==> config.mk <==
export PLATFORM = sky130hd
export DESIGN_NAME = flag_cond_unit
export DESIGN_NICKNAME = d
export VERILOG_FILES = /design/src/rtl/flag_pkg.sv /design/src/rtl/flag_cond_unit_cond_eval.sv /design/src/rtl/flag_cond_unit.sv
export SDC_FILE = /design/constraint.sdc
export NUM_CORES = 1
export LEC_CHECK = 0
export ABC_AREA = 1
export CORE_UTILIZATION = 45
export CTS_BUF_LIST = sky130_fd_sc_hd__clkbuf_16
export DETAILED_ROUTE_END_ITERATION = 7
export PLACE_DENSITY_LB_ADDON = 0.3
export SYNTH_ARGS = -nofsm -noshare
export SYNTH_HDL_FRONTEND = slang
export SYNTH_SLANG_ARGS = --single-unit
==> constraint.sdc <==
create_clock -name clk -period 4.3 [get_ports clk]
set_input_delay 0.86 -clock clk [delete_from_list [all_inputs] [get_ports clk]]
set_output_delay 0.86 -clock clk [all_outputs]
set_load 0.01 [all_outputs]
==> src/rtl/flag_pkg.sv <==
// Shared types for the flag/condition unit: flag bundle, condition codes, query FSM states.
package flag_pkg;

  localparam int PEND_W_DEF = 3;

  typedef struct packed {
    logic c;
    logic z;
    logic o;
    logic s;
  } flags_t;

  typedef enum logic [3:0] {
    COND_EQ = 4'd0,
    COND_NE = 4'd1,
    COND_CS = 4'd2,
    COND_CC = 4'd3,
    COND_MI = 4'd4,
    COND_PL = 4'd5,
    COND_VS = 4'd6,
    COND_VC = 4'd7,
    COND_HI = 4'd8,
    COND_LS = 4'd9,
    COND_GE = 4'd10,
    COND_LT = 4'd11,
    COND_GT = 4'd12,
    COND_LE = 4'd13,
    COND_AL = 4'd14,
    COND_NV = 4'd15
  } cond_e;

  typedef enum logic [1:0] {
    ST_IDLE = 2'd0,
    ST_WAIT = 2'd1,
    ST_RESP = 2'd2
  } fcu_state_e;

endpackage

==> src/rtl/flag_cond_unit_cond_eval.sv <==
// Combinational condition-code evaluator over the architectural flags.
module cond_eval
  import flag_pkg::*;
(
  input  flags_t flags,
  input  cond_e  code,
  output logic   taken
);

  // Table lookup of condition against {c,z,o,s}
  always_comb begin
    taken = 1'b0;
    case (code)
      COND_EQ: taken = flags.z;
      COND_NE: taken = ~flags.z;
      COND_CS: taken = flags.c;
      COND_CC: taken = ~flags.c;
      COND_MI: taken = flags.s;
      COND_PL: taken = ~flags.s;
      COND_VS: taken = flags.o;
      COND_VC: taken = ~flags.o;
      COND_HI: taken = flags.c & ~flags.z;
      COND_LS: taken = ~flags.c | flags.z;
      COND_GE: taken = (flags.s == flags.o);
      COND_LT: taken = (flags.s != flags.o);
      COND_GT: taken = ~flags.z & (flags.s == flags.o);
      COND_LE: taken = flags.z | (flags.s != flags.o);
      COND_AL: taken = 1'b1;
      COND_NV: taken = 1'b0;
      default: taken = 1'b0;
    endcase
  end

endmodule

==> src/rtl/flag_cond_unit.sv <==
// Architectural flag register, in-flight flag-writer tracking and stalled condition queries.
module flag_cond_unit
  import flag_pkg::*;
#(
  parameter int PEND_W = PEND_W_DEF
) (
  input  logic              clk,
  input  logic              rst_n,
  input  logic              issue_flags,
  input  logic              flag_wr_valid,
  input  logic [3:0]        flag_wr_mask,
  input  logic              c_flag,
  input  logic              z_flag,
  input  logic              o_flag,
  input  logic              s_flag,
  input  logic              cond_valid,
  input  logic [3:0]        cond_code,
  output logic              cond_ready,
  output logic              res_valid,
  output logic              res_taken,
  input  logic              res_ready,
  output logic [3:0]        flags_q,
  output logic [PEND_W-1:0] pend_cnt,
  output logic              pend_full,
  output logic [1:0]        err
);

  localparam logic [PEND_W-1:0] PEND_MAX  = {PEND_W{1'b1}};
  localparam logic [PEND_W-1:0] PEND_ZERO = {PEND_W{1'b0}};
  localparam logic [PEND_W-1:0] PEND_ONE  = {{(PEND_W-1){1'b0}}, 1'b1};

  flags_t            flags;
  logic [PEND_W-1:0] pend;
  fcu_state_e        state;
  cond_e             code_q;
  logic              eval_taken;

  assign flags_q    = flags;
  assign pend_cnt   = pend;
  assign pend_full  = (pend == PEND_MAX);
  assign cond_ready = rst_n & (state == ST_IDLE);

  cond_eval u_cond_eval (
    .flags (flags),
    .code  (code_q),
    .taken (eval_taken)
  );

  // Per-bit masked flag write on retire
  always_ff @(posedge clk) begin
    if (!rst_n) begin
      flags <= 4'h0;
    end else if (flag_wr_valid) begin
      if (flag_wr_mask[3]) flags.c <= c_flag;
      if (flag_wr_mask[2]) flags.z <= z_flag;
      if (flag_wr_mask[1]) flags.o <= o_flag;
      if (flag_wr_mask[0]) flags.s <= s_flag;
    end
  end

  // In-flight counter; overflow/underflow attempts saturate and set sticky error bits
  always_ff @(posedge clk) begin
    if (!rst_n) begin
      pend <= PEND_ZERO;
      err  <= 2'b00;
    end else begin
      case ({issue_flags, flag_wr_valid})
        2'b10: begin
          if (pend == PEND_MAX) err[1] <= 1'b1;
          else                  pend   <= pend + PEND_ONE;
        end
        2'b01: begin
          if (pend == PEND_ZERO) err[0] <= 1'b1;
          else                   pend   <= pend - PEND_ONE;
        end
        default: pend <= pend;
      endcase
    end
  end

  // Query FSM: evaluation waits a cycle past any retire so it sees the updated flags
  always_ff @(posedge clk) begin
    if (!rst_n) begin
      state     <= ST_IDLE;
      code_q    <= COND_EQ;
      res_valid <= 1'b0;
      res_taken <= 1'b0;
    end else begin
      case (state)
        ST_IDLE: begin
          if (cond_valid && cond_ready) begin
            code_q <= cond_e'(cond_code);
            state  <= ST_WAIT;
          end
        end
        ST_WAIT: begin
          if ((pend == PEND_ZERO) && !flag_wr_valid) begin
            res_taken <= eval_taken;
            res_valid <= 1'b1;
            state     <= ST_RESP;
          end
        end
        ST_RESP: begin
          if (res_ready) begin
            res_valid <= 1'b0;
            state     <= ST_IDLE;
          end
        end
        default: begin
          res_valid <= 1'b0;
          state     <= ST_IDLE;
        end
      endcase
    end
  end

endmodule

After elaboration in Yosys (flattened, before gate mapping)
Cells that the tools add are included.
- register bits after elaboration: 17
- output and inout bits: 13
- input port bits: 18
- reduce and logical (&&, ||, !) cells: 18
- equal/unequal tests: 27
- bitwise operators: 10
- $add $sub $neg: 2
- mux-type cells: 11
- operators by type and width (operator ; count):
    4-bit == test (second input constant) ; 8
    4-bit by 3-bit == test with 1-bit output (second input constant) ; 4
    1-bit case mux with 16 select lines ; 1
    2-bit AND reduction ; 8
    3-bit AND reduction ; 3
    4-bit by 2-bit == test with 1-bit output (second input constant) ; 2
    2-bit inequality test (second input constant) ; 4
    2-bit two-way mux ; 3
    3-bit two-way mux ; 2
    2-bit case mux with 3 select lines ; 1
    3-bit case mux with 2 select lines ; 1
    1-bit NOT ; 5
    2-bit by 1-bit == test with 1-bit output (second input constant) ; 2
    2-bit == test (second input constant) ; 2
    4-bit by 1-bit == test with 1-bit output (second input constant) ; 1
    4-bit logical NOT ; 1
    3-bit by 1-bit adder with 3-bit output (second input constant) ; 1
    1-bit bitwise AND ; 3
    3-bit == test (second input constant) ; 1
    3-bit logical NOT ; 1
    1-bit case mux with 3 select lines ; 1
    3-bit by 1-bit subtractor with 3-bit output (second input constant) ; 1
    1-bit logical AND ; 2
    2-bit logical NOT ; 1
    other kinds (7) ; 9

Longest topological paths before layout
Gate-level depths: netlist of run 1.
- depth after elaboration: 5
- depth in mapped cells: 12
- mapped depth without buffers: 12

Cells and area by module
A second synthesis of run 1 with hierarchy kept.
- cell total of the unflattened synthesis: 149
- area total of the unflattened synthesis: 975.9 um2
- by module, submodules not included (module ; area each (um2) ; cells each ; instances ; sequential area each (um2)):
    flag_cond_unit ; 770.7 ; 104 ; 1 ; 340.3
    cond_eval ; 205.2 ; 45 ; 1 ; 0.0

Worst setup path before layout of run 1
No wires, ideal clock.
- path type: input to output
- start: in rst_n
- end: out cond_ready
- stages on the path: 2
- arrival: 1186 ps
- slack: 2254 ps
- cell sequence: inv_1 > nor2_1
- longest elaborated chain between the ends: 1
- ends and longest elaborated chain (item ; RTL line ; RTL):
    start, declared ; flag_cond_unit.sv:8 ; input logic rst_n,
    1-bit bitwise AND ; flag_cond_unit.sv:41 ; assign cond_ready = rst_n & (state == ST_IDLE);
    end, declared ; flag_cond_unit.sv:18 ; output logic cond_ready,
No other way between the ends.

Worst setup path in the final report of run 1
Same ends and word-level chain as after synthesis.

==> summary.md, run 1 <==
| Metric | Value |
|---|---|
| Outcome | `finished, final reports clean` |
| Synth Warn # | `0` |
| GP Congestion | `0.883` |
| Total die area | `0.00216 mm^2` |
| Vias in the first global route | `876` |
| Vias | `996` |
| Main flop type after synthesis | `dfxtp_1` |
| Share of cells above drive strength 1 | `0.0904` |
| Worst path cell trace | `clkdlybuf4s50_1 -> inv_1 -> nor2_1 -> clkdlybuf4s50_1` |
| Critical Path RT | `3.44 ns` |
| Final net count | `186` |
| Worst-path clk slew | `0.05 ns` |
| CP Data Arrival Time | `2.54 ns` |
| Register area share after synthesis | `0.381` |
| Total gr overflow | `0` |
| Slew Limit Fails | `0` |
| Cell with the most instances after synthesis | `nand2_1` |
| Critical Path Most Common Cell | `clkdlybuf4s50_1` |
| # diodes | `0` |
| Final setup vio count | `0` |
| Fin crit share | `0.790` |
| Mapped cell area | `892 um^2` |
| Least-Margin Pin Slew | `0.356 ns` |
| PostCTS Resize Cnt | `0` |
| Leak | `0.540 nW` |
| Share of the synthesized area in the top cell type | `0.381` |
| Core Area | `0.00178 mm^2` |
| Async SR Flop Fraction | `0` |
| Top cells by area, synth | `dfxtp_1 38%, nand2_1 13%, a21oi_1 9.0%` |
| IO Pins | `31` |
| Design area | `0.00130 mm^2` |
| Site Rows | `15` |
| IO Port Bufs | `30` |
| CTS hold repair buffers | `0` |
| Number of synthesized flops with an enable pin | `0` |
| Die width | `46.5 um` |
| H-tree Lvls | `1` |
| CTS buffer count | `3` |
| CTS tree | `built` |
| Post-CTS setup buffer count | `0` |
| Hold/Removal Path Class | `reg -> reg` |
| DP Area | `0.00122 mm^2` |
| Clock Sinks | `17` |
| WL/cell | `12.7 um` |
| Number of remaining DRC errors | `0` |
| Die height | `46.5 um` |
| Yosys cell types | `20` |
| Worst setup SP type | `primary input` |
| Final TNS setup | `0 ns` |
| Total Wirelength | `2420 um` |
| Routed Antenna Nets | `0` |
| Max clock buf depth | `2` |
| Most frequent cells after synthesis | `31 x nand2_1, 17 x dfxtp_1, 16 x a21oi_1` |
| P&R area growth vs syn | `45.7%` |
| Worst skew pair latency | `0.25 ns` |
| RSZ-0062 raised after global routing | `no` |
| Leading area contributor after synthesis | `dfxtp_1` |
| Largest net degree at the start of global routing | `13` |
| Via-to-Cell Ratio | `5.21` |
| CP max stage cell | `clkdlybuf4s50_1` |
| Syn Nets | `152` |
| Synth Instances | `133` |
| Starting Density | `0.500` |
| Endpoint class of the critical path | `primary output` |
| Hpwl dp | `1760 um` |
| Critical Path Max Stage Delay | `0.68 ns` |
| Fmax achieved | `294 MHz` |
| DR iter-0 viols | `22` |
| Worst vdd ir | `0.000419 V` |
| Mapped Avg Cell Area | `6.71 um^2` |
| #FFs+latches synth | `17` |
| Max FO, Critical Path | `12` |
| Max-slew headroom | `0.762` |
| Min cycle time layout | `3.40 ns` |
| Setup CP Type | `in -> out` |
| Initial antenna violation count | `0` |
| DRT Pass-1 Iters | `4` |
| Max-Cap Viols | `0` |
| First-pass GRT wire length | `3840 um` |
| Total GRT Usage | `0.255` |
| Fin. Hold Viols | `0` |
| Clk root buf | `clkbuf_16` |
| Final Skew | `0.000680 ns` |
| Pwr per Cell Area | `362 mW/mm^2` |
[path summary, 6_finish.rpt]
kind / from / end / slack (ns) / cells past startpoint
worst max-delay path: rst_n / cond_ready / 0.90 / 4
worst min-delay path: err[0]$_SDFFE_PN0P_ / err[0]$_SDFFE_PN0P_ / 0.50 / 2
worst max register to register: pend_cnt[0]$_SDFFE_PN0P_ / pend_cnt[2]$_SDFFE_PN0P_ / 2.79 / 6
worst min register to register: err[0]$_SDFFE_PN0P_ / err[0]$_SDFFE_PN0P_ / 0.50 / 2
[kinds of logic (layout without fill, tap and decap cells)]
logic type | count (synthesis) | count (layout) | synth area share
xor gates and xnor gates | 1 | 1 | 0.00982
buffers and inverters | 20 | 53 | 0.0841
adders and majority gates | 1 | 1 | 0.0224
and+or+nand+nor | 60 | 60 | 0.292
DFF | 17 | 17 | 0.381
AOI/OAI and AO/OA | 34 | 34 | 0.210
[area by class of cell]
| type | count | area, um^2 |
|---|---|---|
| fillers | 144 | 483 |
| well taps | 25 | 31.3 |
| flip-flops and latches | 17 | 340 |
| repair buffers | 30 | 300 |
| inverters | 19 | 71.3 |
| clock inverters | 1 | 5.00 |
| multi-input cells | 96 | 477 |
| clock buffers | 3 | 75.1 |
[layer usage]
metal,vias to the layer above,GRT usage,share of wire
met4,0,0.0882,0.015
met3,7,0.0745,0.048
met2,30,0.464,0.53
met1,456,0.275,0.40
met5,-,0,0
li1,503,-,-
[state kept, by name, summed over array words and instances (netlist names)]
register / cells
flags_q: 4
res_taken: 1
state: 2
err: 2
code_q: 4
res_valid: 1
pend_cnt: 3
[where the power goes]
part	switching (W)	internal (W)
clock	0.0000629	0.000125
combinational	0.0000535	0.0000490
sequential	0.0000116	0.000169
[worst max-delay path, delay by kind of cell]
family | cells | cell delay [ns]
buffers and inverters | 3 | 1.45
AND/OR/NAND/NOR | 1 | 0.22
[cell usage in the layout (no fill, tap or decap), types with 2 or more instances in the layout]
| cell type | instances |
|---|---|
| a21oi_1 | 16 |
| clkbuf_16 | 3 |
| clkdlybuf4s50_1 | 30 |
| dfxtp_1 | 17 |
| inv_1 | 14 |
| inv_2 | 5 |
| nand2_1 | 31 |
| nand2_2 | 2 |
| nand3_1 | 12 |
| nor2_1 | 11 |
| o21ai_0 | 14 |
[metrics by stage]
step	cells	power [W]	hold slack, ns	worst slack, ns	utilization
after floorplan	133	0.000239	0.483	2.25	-
after global placement	187	0.000280	0.467	0.980	0.684
after detailed placement	187	0.000283	0.470	0.930	0.684
after CTS	191	0.000469	0.490	0.920	0.729
after global routing	191	0.000489	0.503	0.764	0.729
final	191	0.000470	0.496	0.901	0.729
Note: power is estimated with default switching activity, not from simulation.
==> run 2: changes to the inputs <==
CORE_UTILIZATION = 39   (was 45)
clock period = 2.8 ns   (was 4.3 ns; I/O delays follow)
==> summary.md, run 2 (synthesis gave the netlist of run 1 again) <==
| Metric | Value |
|---|---|
| Outcome | `finished, final reports clean (unchanged)` |
| P&R area growth vs syn | `46.7% (was 45.7%)` |
| Most frequent cells in the layout | `31 x nand2_1, 30 x clkdlybuf4s50_1, 17 x dfxtp_1, 16 x a21oi_1, 15 x inv_1 (was 31 x nand2_1, 30 x clkdlybuf4s50_1, 17 x dfxtp_1, 16 x a21oi_1)` |
| Starting Density | `0.433 (was 0.500)` |
| Post-CTS setup buffer count | `0 (unchanged)` |
| Final net count | `187 (was 186)` |
| Initial antenna violation count | `0 (unchanged)` |
| WL/cell | `10.8 um (was 12.7 um)` |
| Largest net degree at the start of global routing | `12 (was 13)` |
| Final Power | `0.000707 W (was 0.000470 W)` |
| Share of cells above drive strength 1 | `0.0898 (was 0.0904)` |
| H-tree Lvls | `1 (unchanged)` |
| Buf/Inv on CP | `3 (unchanged)` |
| Max-Cap Viols | `0 (unchanged)` |
| CTS hold repair buffers | `0 (unchanged)` |
| Critical Path RT | `2.24 ns (was 3.44 ns)` |
| Die height | `49.8 um (was 46.5 um)` |
| Fmax achieved | `400 MHz` |
| Total gr overflow | `0 (unchanged)` |
| IO Pins | `31 (unchanged)` |
| DR iter-0 viols | `12 (was 22)` |
| Fillers | `194 (was 144)` |
| Site Rows | `16 (was 15)` |
| Vias | `945 (was 996)` |
| Max FO, Critical Path | `7 (was 12)` |
| Crit path max-delay family | `buffers and inverters (unchanged)` |
| Worst setup SP type | `primary input (unchanged)` |
| Clk root buf | `clkbuf_16 (unchanged)` |
| Post-Place Cells | `190 (was 187)` |
| Met2 WL | `1100 um (was 1290 um)` |
| Critical Path Max Stage Delay | `0.57 ns (was 0.68 ns)` |
| Setup CP Type | `in -> out (unchanged)` |
| DR WL met3 | `73 um (was 116 um)` |
| Slew Limit Fails | `0 (unchanged)` |
| Hpwl dp | `1640 um (was 1760 um)` |
| Fin cells | `194 (was 191)` |
| CP max stage cell | `clkdlybuf4s50_1 (unchanged)` |
| Routed Antenna Nets | `0 (unchanged)` |
| Fin. Hold Viols | `0 (unchanged)` |
| Critical Path Most Common Cell | `clkdlybuf4s50_1 (unchanged)` |
| CP Data Arrival Time | `1.94 ns (was 2.54 ns)` |
| Final Skew | `0.00102 ns (was 0.000680 ns)` |
| DRT Pass-1 Iters | `4 (unchanged)` |
| Met1 WL | `935 um (was 976 um)` |
| PostCTS Resize Cnt | `0 (unchanged)` |
| Leak | `0.547 nW (was 0.540 nW)` |
| Max-slew headroom | `0.801 (was 0.762)` |
| IO Port Bufs | `30 (unchanged)` |
| Number of remaining DRC errors | `0 (unchanged)` |
| Clock Sinks | `17 (unchanged)` |
| CTS buffer count | `3 (unchanged)` |
| Worst-path clk slew | `0.05 ns (about the same)` |
| Commonest non-fill, non-tap cell in the layout | `nand2_1 (unchanged)` |
| Pwr per Cell Area | `540 mW/mm^2 (was 362 mW/mm^2)` |
| Max clock buf depth | `2 (unchanged)` |
| GP Congestion | `0.903 (was 0.883)` |
| Hold/Removal Path Class | `reg -> reg (unchanged)` |
| Final setup vio count | `0 (unchanged)` |
| Worst vdd ir | `0.000393 V (was 0.000419 V)` |
| Min cycle time layout | `2.50 ns` |
| Worst skew pair latency | `0.24 ns (was 0.25 ns)` |
| Final TNS setup | `0 ns (unchanged)` |
| Fin crit share | `0.893` |
| Endpoint class of the critical path | `primary output (unchanged)` |
| Vias in the first global route | `872 (was 876)` |
| First-pass GRT wire length | `3530 um (was 3840 um)` |
| Max Used Layer | `met3 (was met4)` |
| Via-to-Cell Ratio | `4.87 (was 5.21)` |
| Worst path cell trace | `clkdlybuf4s50_1 -> inv_1 -> nor2_1 -> clkdlybuf4s50_1 (unchanged)` |
| Least-Margin Pin Slew | `0.295 ns (was 0.356 ns)` |
| Total Wirelength | `2100 um (was 2420 um)` |
| Total GRT Usage | `0.182 (was 0.255)` |
| CTS tree | `built (unchanged)` |
| Core Area | `0.00206 mm^2 (was 0.00178 mm^2)` |
| # diodes | `0 (unchanged)` |
| RSZ-0062 raised after global routing | `no (unchanged)` |
| Die width | `49.8 um (was 46.5 um)` |
| Total die area | `0.00248 mm^2 (was 0.00216 mm^2)` |
-- run 2: changes by cell type in the layout (fill, tap and decap cells not counted) --
cell	delta
buf_4	+1
clkinv_2	-1
inv_1	+1
-- run 2: area by class of cell --
type | instances | area [um^2] | area share
repair buffers | 31 | 308 | 0.235
well taps | 27 | 33.8 | 0.0258
multi-input cells | 96 | 477 | 0.364
clock buffers | 3 | 75.1 | 0.0574
inverters | 19 | 71.3 | 0.0545
flip-flops and latches | 17 | 340 | 0.260
clock inverters | 1 | 3.75 | 0.00287
-- run 2: tightest hold or removal path: stages, from the launching register on --
cell and delay (ns):
dfxtp_1 0.31, nand2_1 0.06, a21oi_1 0.05
-- run 2: per-stage QoR --
step	hold WS [ns]	util	setup WS, ns	instance area (um^2)
floorplan	0.483	-	1.16	892
global placement	0.458	0.596	0.320	1230
detailed placement	0.463	0.596	0.314	1230
CTS	0.477	0.635	0.301	1310
global route	0.503	0.635	0.207	1310
finish	0.469	0.635	0.300	1310
-- run 2: worst paths after layout --
kind	start	end	slack [ns]	cells after the start
max reg2reg	pend_cnt[0]$_SDFFE_PN0P_	pend_cnt[2]$_SDFFE_PN0P_	1.35	6
max	rst_n	cond_ready	0.30	4
min	res_valid$_SDFFE_PN0P_	res_valid$_SDFFE_PN0P_	0.47	2
min reg2reg	res_valid$_SDFFE_PN0P_	res_valid$_SDFFE_PN0P_	0.47	2
-- run 2: power by group --
group	internal [W]	switching [W]
clock network	0.000189	0.0000872
registers	0.000260	0.0000175
logic	0.0000760	0.0000775
total	0.000525	0.000182
-- run 2: metal layers --
| metal | vias up | track usage |
|---|---|---|
| met5 | - | 0 |
| met4 | 0 | 0.0571 |
| met3 | 0 | 0.0309 |
| met2 | 23 | 0.338 |
| met1 | 424 | 0.208 |
| li1 | 498 | - |
==> run 3: changes to the inputs <==
MAX_ROUTING_LAYER = met4   (was not set)
SLEW_MARGIN = 5   (was not set)
==> summary.md, run 3 (synthesis gave the netlist of run 1 again) <==
| Metric | Value |
|---|---|
| Outcome | `finished, final reports clean (unchanged)` |
| Design area | `0.00131 mm^2 (unchanged)` |
| DRT Pass-1 Iters | `4 (unchanged)` |
| Final Skew | `0.00102 ns (about the same)` |
| CTS hold repair buffers | `0 (unchanged)` |
| DR WL met3 | `65 um (was 73 um)` |
| Core Area | `0.00206 mm^2 (unchanged)` |
| Clk root buf | `clkbuf_16 (unchanged)` |
| GP Congestion | `0.918 (was 0.903)` |
| Worst skew pair latency | `0.24 ns (about the same)` |
| Final TNS setup | `0 ns (unchanged)` |
| WL/cell | `10.8 um (unchanged)` |
| Clock Sinks | `17 (unchanged)` |
| Critical Path Most Common Cell | `clkdlybuf4s50_1 (unchanged)` |
| # diodes | `0 (unchanged)` |
| Total Wirelength | `2100 um (unchanged)` |
| Fin crit share | `0.893 (about the same)` |
| Die width | `49.8 um (unchanged)` |
| Critical Path RT | `2.24 ns (about the same)` |
| Die height | `49.8 um (unchanged)` |
| Crit path max-delay family | `buffers and inverters (unchanged)` |
| Endpoint class of the critical path | `primary output (unchanged)` |
| Max FO, Critical Path | `7 (unchanged)` |
| Post-CTS setup buffer count | `0 (unchanged)` |
| Most frequent cells in the layout | `31 x nand2_1, 30 x clkdlybuf4s50_1, 17 x dfxtp_1, 16 x a21oi_1, 15 x inv_1 (unchanged)` |
| Critical Path Max Stage Delay | `0.57 ns (about the same)` |
| P&R area growth vs syn | `46.7% (unchanged)` |
| Hold/Removal Path Class | `reg -> reg (unchanged)` |
| CP max stage cell | `clkdlybuf4s50_1 (unchanged)` |
| Final net count | `187 (unchanged)` |
| Commonest non-fill, non-tap cell in the layout | `nand2_1 (unchanged)` |
| Slew Limit Fails | `0 (unchanged)` |
| DP Area | `0.00123 mm^2 (unchanged)` |
| CTS tree | `built (unchanged)` |
| Routed Antenna Nets | `0 (unchanged)` |
| Pwr per Cell Area | `540 mW/mm^2 (about the same)` |
| Max Used Layer | `met4 (was met3)` |
| Initial antenna violation count | `0 (unchanged)` |
| Site Rows | `16 (unchanged)` |
| Post-Place Cells | `190 (unchanged)` |
| Hpwl dp | `1640 um (unchanged)` |
| Max-slew headroom | `0.801 (about the same)` |
| Fin. Hold Viols | `0 (unchanged)` |
| Fin util | `0.635 (unchanged)` |
| Met1 WL | `941 um (was 935 um)` |
| Min cycle time layout | `2.50 ns (about the same)` |
| Worst setup SP type | `primary input (unchanged)` |
| DR iter-0 viols | `11 (was 12)` |
| Leak | `0.547 nW (unchanged)` |
| Setup CP Type | `in -> out (unchanged)` |
| Total gr overflow | `0 (unchanged)` |
| Final setup vio count | `0 (unchanged)` |
| Largest net degree at the start of global routing | `12 (unchanged)` |
| Via-to-Cell Ratio | `4.88 (was 4.87)` |
| H-tree Lvls | `1 (unchanged)` |
| Least-Margin Pin Slew | `0.295 ns (about the same)` |
| CTS buffer count | `3 (unchanged)` |
| First-pass GRT wire length | `3530 um (unchanged)` |
| RSZ-0062 raised after global routing | `no (unchanged)` |
| Buf/Inv on CP | `3 (unchanged)` |
| PostCTS Resize Cnt | `0 (unchanged)` |
| Worst path cell trace | `clkdlybuf4s50_1 -> inv_1 -> nor2_1 -> clkdlybuf4s50_1 (unchanged)` |
| Met2 WL | `1090 um (was 1100 um)` |
| IO Port Bufs | `30 (unchanged)` |
| Fin cells | `194 (unchanged)` |
| Max-Cap Viols | `0 (unchanged)` |
| Share of cells above drive strength 1 | `0.0898 (unchanged)` |
| CP Data Arrival Time | `1.94 ns (about the same)` |
| Total GRT Usage | `0.187 (was 0.182)` |
| Vias | `947 (was 945)` |
| Total die area | `0.00248 mm^2 (unchanged)` |
| Starting Density | `0.433 (unchanged)` |
| Vias in the first global route | `871 (was 872)` |
| Max clock buf depth | `2 (unchanged)` |
| Fillers | `194 (unchanged)` |
| IO Pins | `31 (unchanged)` |
| Number of remaining DRC errors | `0 (unchanged)` |
| Worst vdd ir | `0.000393 V (about the same)` |
| Worst-path clk slew | `0.05 ns (about the same)` |
| Fmax achieved | `400 MHz (about the same)` |
[run 3: cell counts in the layout (fill, tap and decap cells not counted)]
No cell type changed its count.
[run 3: report_power, final]
group          switching (W)  internal [W]  total (W)
clock network      0.0000873      0.000189   0.000277
logic              0.0000775     0.0000760   0.000154
registers          0.0000176      0.000260   0.000277
total               0.000182      0.000525   0.000707
[run 3: metrics by stage]
stage,hold slack (ns),setup WS (ns),power [W]
finish,0.470,0.301,0.000707
global route,0.503,0.207,0.000745
CTS,0.477,0.301,0.000715
detailed placement,0.463,0.314,0.000435
global placement,0.458,0.320,0.000431
floorplan,0.483,1.16,0.000366
[run 3: worst paths after layout]
kind                             from                       end  slack [ns]  cells past startpoint
max                             rst_n                cond_ready        0.30                      4
min            res_valid$_SDFFE_PN0P_    res_valid$_SDFFE_PN0P_        0.47                      2
max reg2reg  pend_cnt[0]$_SDFFE_PN0P_  pend_cnt[2]$_SDFFE_PN0P_        1.35                      6
min reg2reg    res_valid$_SDFFE_PN0P_    res_valid$_SDFFE_PN0P_        0.47                      2
[run 3: per-layer routing]
metal,global-route usage,vias up
met5,-,-
met4,0.0571,0
met3,0.0278,2
met2,0.338,23
met1,0.210,424
li1,-,498
[run 3: cell type report]
| class | count | area [um^2] | area share |
|---|---|---|---|
| Multi-Input combinational cell | 96 | 477 | 0.364 |
| Sequential cell | 17 | 340 | 0.260 |
| Timing Repair Buffer | 31 | 308 | 0.235 |
| Clock buffer | 3 | 75.1 | 0.0574 |
| Inverter | 19 | 71.3 | 0.0545 |
| Tap cell | 27 | 33.8 | 0.0258 |
| Clock inverter | 1 | 3.75 | 0.00287 |
[run 3: worst register-to-register path: cells and delay by family, from the launching register on]
kind,cells,cell delay [ns]
buf+inv,1,0.10
xor+xnor,1,0.19
flops,1,0.38
fa+ha+maj,1,0.44
compound gates,2,0.17
simple gates,1,0.07
